## config.mk

```make
export PLATFORM = sky130hd
export DESIGN_NAME = axi_stream_arb_mux
export DESIGN_NICKNAME = d
export VERILOG_FILES = /design/src/rtl/axi_stream_arb_mux.sv
export SDC_FILE = /design/constraint.sdc
export NUM_CORES = 1
export LEC_CHECK = 0
export ABC_AREA = 1
export CAP_MARGIN = 20
export CORE_ASPECT_RATIO = 0.6
export CORE_UTILIZATION = 43
export DETAILED_ROUTE_END_ITERATION = 7
export PLACE_DENSITY = 0.8
export SYNTH_ARGS = -nofsm -noshare
export SYNTH_HDL_FRONTEND = slang
export SYNTH_SLANG_ARGS = --single-unit
```

## constraint.sdc

```tcl
create_clock -name clk -period 3.1 [get_ports clk]
set_input_delay 0.31 -clock clk [delete_from_list [all_inputs] [get_ports clk]]
set_output_delay 0.31 -clock clk [all_outputs]
set_load 0.03 [all_outputs]
```

## src/rtl/axi_stream_arb_mux.sv

```systemverilog
// rtl/axi_stream_arb_mux.sv - N-channel packet-aware round-robin stream mux with registered output.
// Optional AXIS_MUX_EXT_SEL_EN adds an external channel select used while idle.
module axi_stream_arb_mux #(
  parameter  int N_CH    = 4,
  parameter  int DATA_WD = 8,
  localparam int CH_WD   = $clog2(N_CH)
) (
  input  logic                    clk,
  input  logic                    rst,
`ifdef AXIS_MUX_EXT_SEL_EN
  input  logic [CH_WD-1:0]        ext_sel,
  input  logic                    ext_sel_en,
`endif
  input  logic [N_CH-1:0]         s_valid,
  input  logic [N_CH*DATA_WD-1:0] s_data,
  input  logic [N_CH-1:0]         s_last,
  output logic [N_CH-1:0]         s_ready,
  output logic                    m_valid,
  output logic [DATA_WD-1:0]      m_data,
  output logic                    m_last,
  output logic [CH_WD-1:0]        m_chan,
  input  logic                    m_ready
);

  typedef enum logic {IDLE, LOCKED} state_t;

  state_t             state;
  logic [CH_WD-1:0]   ptr;
  logic [CH_WD-1:0]   lock_idx;
  logic               lock_ext;

  logic [CH_WD-1:0]   rr_gnt;
  logic               rr_hit;
  logic [CH_WD-1:0]   gnt;
  logic               gnt_ok;
  logic               use_ext;
  logic               can_acc;
  logic               xfer;
  logic [DATA_WD-1:0] sel_data;
  logic               sel_last;
  int                 idx;

  function automatic logic [CH_WD-1:0] next_ch(input logic [CH_WD-1:0] c);
    // Explicit wrap so non-power-of-2 channel counts work.
    if (int'(c) == N_CH - 1) return '0;
    return c + 1'b1;
  endfunction

  // Descending scan: the last hit written is the nearest channel at or after ptr.
  always_comb begin
    rr_gnt = '0;
    rr_hit = 1'b0;
    idx    = 0;
    for (int k = N_CH - 1; k >= 0; k--) begin
      idx = int'(ptr) + k;
      if (idx >= N_CH) idx = idx - N_CH;
      if (s_valid[idx]) begin
        rr_gnt = CH_WD'(idx);
        rr_hit = 1'b1;
      end
    end
  end

  always_comb begin
    use_ext = 1'b0;
    gnt     = rr_gnt;
    gnt_ok  = rr_hit;
    if (state == LOCKED) begin
      gnt    = lock_idx;
      gnt_ok = 1'b1;
    end
`ifdef AXIS_MUX_EXT_SEL_EN
    else if (ext_sel_en) begin
      use_ext = 1'b1;
      gnt     = ext_sel;
      gnt_ok  = (int'(ext_sel) < N_CH);
    end
`endif
  end

  assign can_acc = !m_valid || m_ready;

  always_comb begin
    s_ready = '0;
    if (!rst && gnt_ok && can_acc) s_ready[gnt] = 1'b1;
  end

  assign xfer     = |(s_valid & s_ready);
  assign sel_data = s_data[int'(gnt)*DATA_WD +: DATA_WD];
  assign sel_last = s_last[gnt];

  always_ff @(posedge clk or posedge rst) begin
    if (rst) begin
      state    <= IDLE;
      ptr      <= '0;
      lock_idx <= '0;
      lock_ext <= 1'b0;
      m_valid  <= 1'b0;
      m_data   <= '0;
      m_last   <= 1'b0;
      m_chan   <= '0;
    end else if (xfer) begin
      m_valid <= 1'b1;
      m_data  <= sel_data;
      m_last  <= sel_last;
      m_chan  <= gnt;
      if (state == IDLE) begin
        if (!sel_last) begin
          state    <= LOCKED;
          lock_idx <= gnt;
          lock_ext <= use_ext;
        end else if (!use_ext) begin
          ptr <= next_ch(gnt);
        end
      end else if (sel_last) begin
        state <= IDLE;
        if (!lock_ext) ptr <= next_ch(lock_idx);
      end
    end else if (can_acc) begin
      m_valid <= 1'b0;
    end
  end

endmodule
```

==> flow_summary.ini <==
[outcome]
status = completed

[yosys]
yosysTopAreaCellShare = 0.289
synth_area_um2 = 1470
synth_top_area_cell = dfrtp_1
synth_nets = 261
ys_seq_area_frac = 0.289
post-synth-top-count-cell = nand2_1
synthArstFlopShare = 1.00
yosys.cell_types.count = 25
synth_area_leaders = dfrtp_1 29%, nand2_1 17%, o21ai_0 6.5%
netlist_instances = 216
synthFlopType = dfrtp_1
syn_avg_cell_area_um2 = 6.81
synth_edf_count = 0
synth_commonest_cells = 68 x nand2_1, 23 x inv_1, 19 x o21ai_0, 17 x dfrtp_1
yosys_warnings = 0
ys_ff_latch = 17

[detailed_routing]
drc_errors = 0
ant_nets = 0
num_vias = 1530
vias_per_cell = 4.78
routedWlPerCell_um = 11.6
firstDrtPassIters = 4
drt_iter0_drc = 84
wl_um = 3720

[setup_path]
worstSetupPathType = register to output pin
crit_chain = inv_1 > nand2_1 > nand3_1 > o21ai_1 > inv_2 > nand2_1 > nand2_1 > nand3_2 > nand2_4 > inv_2 > nor2_1 > clkdlybuf4s50_1
end_kind = output pin
cp.required_ns = 2.79
cp_common_cell = nand2_1
path_buf_inv = 4
cpPeakStageDelay_ns = 0.68
crit_path_start_kind = register
path_max_fanout = 11
critical_path.top_delay_family = buffers and inverters
cpMaxStageDelayCell = clkdlybuf4s50_1
arrival_ns = 2.55

[clocking]
cts_resized = 0
path_clk_slew_ns = 0.06
clock-sinks = 17
cts_buffers = 3
htreeDepth = 1
root_buffer = clkbuf_8
clockBufferDepth = 2
post_cts_buffers = 0
clk_latency_ns = 0.24
cts_tree = done
cts_hold_buf = 0

[global_route]
busiest_layer = met1
met1_usage = 0.322
grt_pass1_vias = 1179
met2_usage = 0.273
met3_usage = 0.0777
grt_pass1_wl_um = 5730
antenna_found_initial = 0
overflow = 0
grt.total_usage = 0.210
grt_max_degree = 25

[finish]
syn2layout_area_growth_pct = 43.2
num_antenna_cells = 0
fin_cells = 320
fillers = 287
final_nets = 321
drive_gt1_frac = 0.171
design_area_um2 = 2110
post-route-util = 0.645

[timing]
tightest_slew_ns = 0.615
finClkSkew_ns = 0.000987
timing.final.setup_violations = 0
fin_crit_ns = 2.86
slew_viol_final = 0
setup_ws_ns = 0.244
rsz0062_at_grt = false
whs_ns = 0.461
fin_crit_sh = 0.921
relSlewSlack = 0.590
setup_tns_ns = 0
clock.fmax_ghz = 0.350
hold_viol = 0

[placement]
post-place-ws_ns = 0.284
place_area_um2 = 2060
place_inst = 316
hpwl_um = 3080
place.gp.congestion = 0.946
io_buffers = 58

[pwr]
peakVddDrop_mv = 0.504
leakagePower_nw = 1.04
power.density_nw_per_um2 = 1120
finalPower_mw = 2.36

[floorplan]
die_h_um = 47.3
core_region_area_um2 = 3260
die_w_um = 77.5
rows = 16
ioPinCount = 59
start_util = 0.451
die_area_um2 = 3660

[run]
maxCapViolCount = 0

[min_path]
hold_class = primary input to async pin
## final timing paths
check	start	cells past startpoint	slack, ns	to
max in group asynchronous	rst	2	2.21	ptr[0]$_DFFE_PP0P_
setup reg to reg	ptr[0]$_DFFE_PP0P_	19	0.53	state$_DFFE_PP0P_
hold reg to reg	m_data[3]$_DFFE_PP0P_	2	0.48	m_data[3]$_DFFE_PP0P_
min in group clk	m_data[3]$_DFFE_PP0P_	2	0.48	m_data[3]$_DFFE_PP0P_
setup / recovery	ptr[0]$_DFFE_PP0P_	12	0.24	s_ready[0]
hold / removal	rst	2	0.46	m_chan[1]$_DFFE_PP0P_
## layer usage
layer / routed length [µm] / vias up
li1: - / 802
met1: 1960 / 654
met2: 1400 / 72
met3: 350 / 2
met4: 7 / 0
met5: 0 / -
## report_power, final
part	internal [mW]	switching (mW)
Combinational	0.659	1.11
Clock	0.0889	0.0715
Sequential	0.332	0.101
## flip-flops by register name, indices dropped and copies added (netlist names)
name      count
ptr           2
lock_idx      2
m_chan        2
m_valid       1
m_data        8
state         1
m_last        1
## kinds of logic (layout without fill, tap and decap cells)
logic type | after synthesis | count (layout) | synth area share
AND/OR/NAND/NOR | 120 | 120 | 0.418
buffers and inverters | 36 | 95 | 0.129
flip-flops | 17 | 17 | 0.289
AO/OA/AOI/OAI | 41 | 41 | 0.147
adder cells (fa/ha/maj) | 2 | 2 | 0.0170
## area by class of cell
| cell class | count | area [µm²] | area share |
|---|---|---|---|
| Clock inverter | 1 | 5.00 | 0.00238 |
| Multi-Input combinational cell | 163 | 856 | 0.406 |
| Tap cell | 45 | 56.3 | 0.0267 |
| Timing Repair Buffer | 63 | 616 | 0.292 |
| Sequential cell | 17 | 427 | 0.203 |
| Inverter | 28 | 105 | 0.0499 |
| Clock buffer | 3 | 41.3 | 0.0196 |
## cells in the final DEF (no fill, tap or decap), types with 2 or more instances in the layout
cell	count
nor2_1	12
a21oi_1	9
clkdlybuf4s50_1	57
inv_2	5
o21ai_1	10
nor2_4	3
buf_4	6
nand2_1	68
dfrtp_1	16
o21ai_0	19
ha_1	2
nand3_2	6
nand3_1	10
nand2_4	5
clkbuf_8	3
nand2_2	12
inv_1	23
Note: power is estimated with default switching activity, not from simulation.
==> patch 1, RTL diff (same settings) <==
Add a define of `AXIS_MUX_EXT_SEL_EN`.
--- a/src/rtl/axi_stream_arb_mux.sv
+++ b/src/rtl/axi_stream_arb_mux.sv
@@ -1,5 +1,7 @@
 // rtl/axi_stream_arb_mux.sv - N-channel packet-aware round-robin stream mux with registered output.
 // Optional AXIS_MUX_EXT_SEL_EN adds an external channel select used while idle.
+`define AXIS_MUX_EXT_SEL_EN
+
 module axi_stream_arb_mux #(
   parameter  int N_CH    = 4,
   parameter  int DATA_WD = 8,
Interface: changed (added ext_sel and ext_sel_en); port bits go from 59 to 62. The function was not compared with the original's and may differ.
==> patch 1 against the unedited design <==
Combinational power shrank 13%; register-to-register slack worse by 80 ps; wire length rose by 5.7%; final area is 0.36% higher; sequential cell count increased by 1; synthesized area fell by 2.3%; critical path type is now input pin to output pin; worst setup slack gained 2.4 ps; clock power grew 16%; power shrank 8.5%.
==> patch 1: results (changes against the unedited design) <==
Detailed routing
  – Drt total wl: 3.94 mm (+5.7%)
  – Post-detailed-route wirelength per cell: 12.4 um (+6.3%)
  – Vias/cell: 4.99 (+4.4%)
  – Drt initial violations: 57 (-32%)

Timing
  – Period utilisation layout: 92.0% (about the same)
  – Normalized max-slew margin: 57.4% (-1.5 points)
  – Skew final: 4.78 ps (+3.79 ps)
  – Worst hold margin: 482 ps (+21.5 ps)

Layout
  – Max FFs per register: 8 (unchanged)
  – Layout cell share with drive strength beyond 1: 12.7% (-4.4 points)
  – Nets: 325 (+1.2%)
  – # fillers: 278 (-3.1%)

Global routing
  – Tot GR Track Use: 24.3% (+3.3 points)
  – Vias in the first global route: 1,406 (+19%)
  – Pin count of the biggest net entering global routing: 20 (-20%)
  – First-pass GRT wire length: 6.67 mm (+16%)

Worst setup path
  – Worst-path fanout max: 5 (-6)
  – R2r endpoint: m_chan[0]
  – Crit path DAT: 2540 ps (about the same)
  – R2R cell count: 21 (+2)
  – Crit path largest cell delay: 690 ps
  – Reg2reg setup slack: 450 ps (-80 ps)

Power and ir drop
  – P_leak: 0.00103 uW (-1.8%)
  – Worst IR Drop VDD: 0.000639 V (+27%)

Place
  – Buffers on Ports: 61 (+5.2%)
  – HPWL Detailed: 3.19 mm (+3.5%)
  – RD Place Congestion: 0.791 (-16%)
  – Pre-CTS setup slack: 137 ps (-147 ps)
  – Placed cell count: 314 (-0.63%)

Worst hold path
  – Hold endpoint: m_data[7]
  – Worst hold path class: register to register

Run status
  – Outcome: finished, final reports clean

Synth
  – Ranking of synthesized cells by area: dfrtp_1 31%, nand2_1 19%, o21ai_0 6.6%, nor2_1 5.7%, nand3_1 4.5%
  – Ranking of synthesized cells by instance count: 71 x nand2_1, 22 x nor2_1, 19 x o21ai_0, 18 x dfrtp_1, 17 x inv_1
  – Post-Syn Area per Cell: 6.68 um2 (-1.8%)
  – Syn nets: 263 (+0.77%)
  – Sequential area share after synthesis: 31.4% (+2.4 points)
  – Post-synth ARST share: 100% (unchanged)

Clock tree
  – Worst-path clk slew: 70 ps
  – Latest clock arrival within the worst-skew pair: 250 ps
  – Clock root buffer: clkbuf_8
[patch 1: final cells by class]
type	count	area, um2	area share (%)
Tap cell	42	52.6	2.49
Timing Repair Buffer	65	633	30.0
Inverter	21	78.8	3.73
Sequential cell	18	450	21.3
Multi-Input combinational cell	168	843	39.9
Clock buffer	4	55.1	2.61
[patch 1: power breakdown]
| part | leakage, uW | total (uW) | internal (uW) | switching (uW) |
|---|---|---|---|---|
| Sequential | 0.000225 | 433 | 347 | 85.9 |
| Clock | 0.0000288 | 186 | 113 | 73.3 |
| Combinational | 0.000772 | 1540 | 577 | 968 |
| Total | 0.00103 | 2160 | 1040 | 1130 |
[patch 1: worst max path at each step]
| stage | start | to | cells past startpoint |
|---|---|---|---|
| after global placement | s_valid[1] | m_chan[0] | 21 |
| final | s_valid[1] | s_ready[1] | 12 |
| after detailed placement | s_valid[1] | m_chan[0] | 21 |
| after CTS | s_valid[1] | s_ready[1] | 12 |
| after floorplan | ptr[0] | m_data[0] | 23 |
| after global routing | ptr[0] | s_ready[1] | 13 |
[patch 1: metal layers]
layer / global-route usage [%] / up-vias / part of all wire [%] / wire, um
li1: - / 814 / - / -
met1: 35.9 / 719 / 52 / 2060
met2: 38.4 / 52 / 41 / 1620
met3: 2.33 / 2 / 5.8 / 227
met4: 8.08 / 0 / 0.69 / 27
met5: 0 / - / 0 / 0
[patch 1: logic make-up after synthesis]
group / count (synthesis) / share of synthesized area, %
flip-flops: 18 / 31.4
AO/OA/AOI/OAI: 34 / 13.7
AND/OR/NAND/NOR: 132 / 43.3
buffers and inverters: 29 / 9.93
adder cells (fa/ha/maj): 2 / 1.74
[patch 1: critical path, delay by kind of cell]
family                 cells  cell delay [ps]
buffers and inverters      3             1330
AND/OR/NAND/NOR            9              910
==> patch 2, RTL diff (config.mk and constraints unchanged) <==
Without the edit above. Reset style: synchronous (`rst`), changed in one clocked block.
--- a/src/rtl/axi_stream_arb_mux.sv
+++ b/src/rtl/axi_stream_arb_mux.sv
@@ -89,7 +89,7 @@
   assign sel_data = s_data[int'(gnt)*DATA_WD +: DATA_WD];
   assign sel_last = s_last[gnt];
 
-  always_ff @(posedge clk or posedge rst) begin
+  always_ff @(posedge clk) begin
     if (rst) begin
       state    <= IDLE;
       ptr      <= '0;
Function: differs if rst is asserted again (counterexample within 4 cycles, from zero or initial values and one cycle with rst high); with rst held inactive, the same outputs for 10 cycles.
==> patch 2 against the unedited design <==
Core utilization grew 4.5 points; wire length rose by 7.9%; power is 12% higher; critical path depth is 2 higher; non-clock buffer count increased by 4; cell count grew 6.6%; sequential cell count unchanged; global-route usage increased by 4.4 points; synthesized area fell by 9.4%; via count increased by 8.5%; final area shrank 4.7%; fmax shrank 2.5%; worst setup slack got worse by 72 ps; critical endpoint is now s_ready[2]; largest cell class unchanged; largest power group unchanged.
==> patch 2: results (changes against the unedited design) <==
Layout
  – Biggest register: m_data
  – Layout cell share with drive strength beyond 1: 8.70% (-8.4 points)
  – Nets: 345 (+7.5%)

Place
  – HPWL Detailed: 3.19 mm (+3.5%)
  – Buffers on Ports: 58 (unchanged)
  – Cell area after placement: 1960 um2 (-4.9%)
  – Placed cell count: 337 (+6.6%)
  – Pre-CTS setup slack: 196 ps (-87.8 ps)
  – RD Place Congestion: 0.928 (-2.0%)

Power and ir drop
  – Worst IR Drop VDD: 0.000718 V (+43%)
  – P_leak: 0.000959 uW (-8.2%)
  – Sw frac: 55.5% (+1.2 points)

Synth
  – Ranking of synthesized cells by instance count: 78 x nand2_1, 38 x nor2_1, 27 x inv_1, 21 x o21ai_0, 17 x dfxtp_1
  – Ranking of synthesized cells by area: dfxtp_1 26%, nand2_1 22%, nor2_1 11%, o21ai_0 7.9%, inv_1 7.6%
  – Syn nets: 283 (+8.4%)
  – Main synth FF type: dfxtp_1
  – Sequential area share after synthesis: 25.5% (-3.4 points)
  – Post-synth ARST share: 0% (-100 points)
  – Post-synth cell types: 19 (-24%)
  – Post-Synthesis Cells: 238 (+10%)

Global routing
  – Vias in the first global route: 1,379 (+17%)
  – First-pass GRT wire length: 6.31 mm (+10%)
  – Initial antenna violation count: 0 (unchanged)
  – Pin count of the biggest net entering global routing: 17 (-32%)
  – Tot GR Track Use: 25.4% (+4.4 points)

Clock tree
  – CTS Buf Count: 3 (unchanged)
  – Latest clock arrival within the worst-skew pair: 260 ps (+20 ps)
  – Postcts setup bufs: 0 (unchanged)
  – Clock root buffer: clkbuf_8

Timing
  – Skew final: 4.17 ps (+3.18 ps)
  – Worst hold margin: 474 ps (+13.1 ps)
  – Period minus WS final: 2930 ps (+71.9 ps)
  – Normalized max-slew margin: 77.7% (+19 points)

Detailed routing
  – Vias/cell: 4.87 (+1.8%)
  – Drt initial violations: 141 (+68%)
  – Pre-Repair DR Iteration Count: 4 (unchanged)
  – Drt total wl: 4.02 mm (+7.9%)
  – Via count: 1,660 (+8.5%)

Worst setup path
  – Crit path DAT: 2620 ps (+70 ps)
  – Reg2reg setup slack: 500 ps (-30 ps)
  – Critical path's slowest cell: clkdlybuf4s50_1
  – Worst-path fanout max: 9 (-2)

Run status
  – Outcome: finished, final reports clean

Worst hold path
  – Worst hold path class: register to register
patch 2: final cells by class:
class / instances / area (um2)
Sequential cell: 17 / 342
Multi-Input combinational cell: 181 / 806
Inverter: 30 / 113
Tap cell: 42 / 52.6
Clock inverter: 1 / 7.51
Timing Repair Buffer: 67 / 646
Clock buffer: 3 / 41.3
Fill cell: 259 / 902
patch 2: critical path: cells and delay by family:
family | cells | cell delay (ps)
buffers and inverters | 4 | 1340
AND/OR/NAND/NOR | 10 | 960
patch 2: timing repair:
item | in CTS | in global routing
endpoints found under the setup margin | 0 | 3
hold buffers | 0 | 0
resized for setup | 0 | 1
patch 2: worst paths after layout:
path	from	endpoint	cells past startpoint
worst max register to register	ptr[0]	ptr[0]	21
worst min-delay path	m_last	m_last	2
worst min register to register	m_last	m_last	2
worst max-delay path	s_valid[1]	s_ready[2]	14
patch 2: routing by layer:
metal | up-vias | wire (um) | share of wire [%] | track usage (%)
met4 | 0 | 7 | 0.17 | 3.46
met3 | 2 | 440 | 11 | 7.81
li1 | 871 | - | - | -
met2 | 72 | 1610 | 40 | 38.2
met5 | - | 0 | 0 | 0
met1 | 715 | 1960 | 49 | 36.6
patch 2: logic make-up after synthesis:
| family | share of synthesized area (%) |
|---|---|
| simple gates | 43.0 |
| compound gates | 15.6 |
| buf+inv | 14.0 |
| flops | 25.5 |
| fa+ha+maj | 1.88 |
patch 2: power by group through the flow:
stage,Combinational (uW),Clock (uW),Sequential (uW)
after detailed placement,2070,0,394
after floorplan,1430,0,486
after CTS,2080,180,389
after global routing,2340,186,403
final,2090,173,392
after global placement,2060,0,394
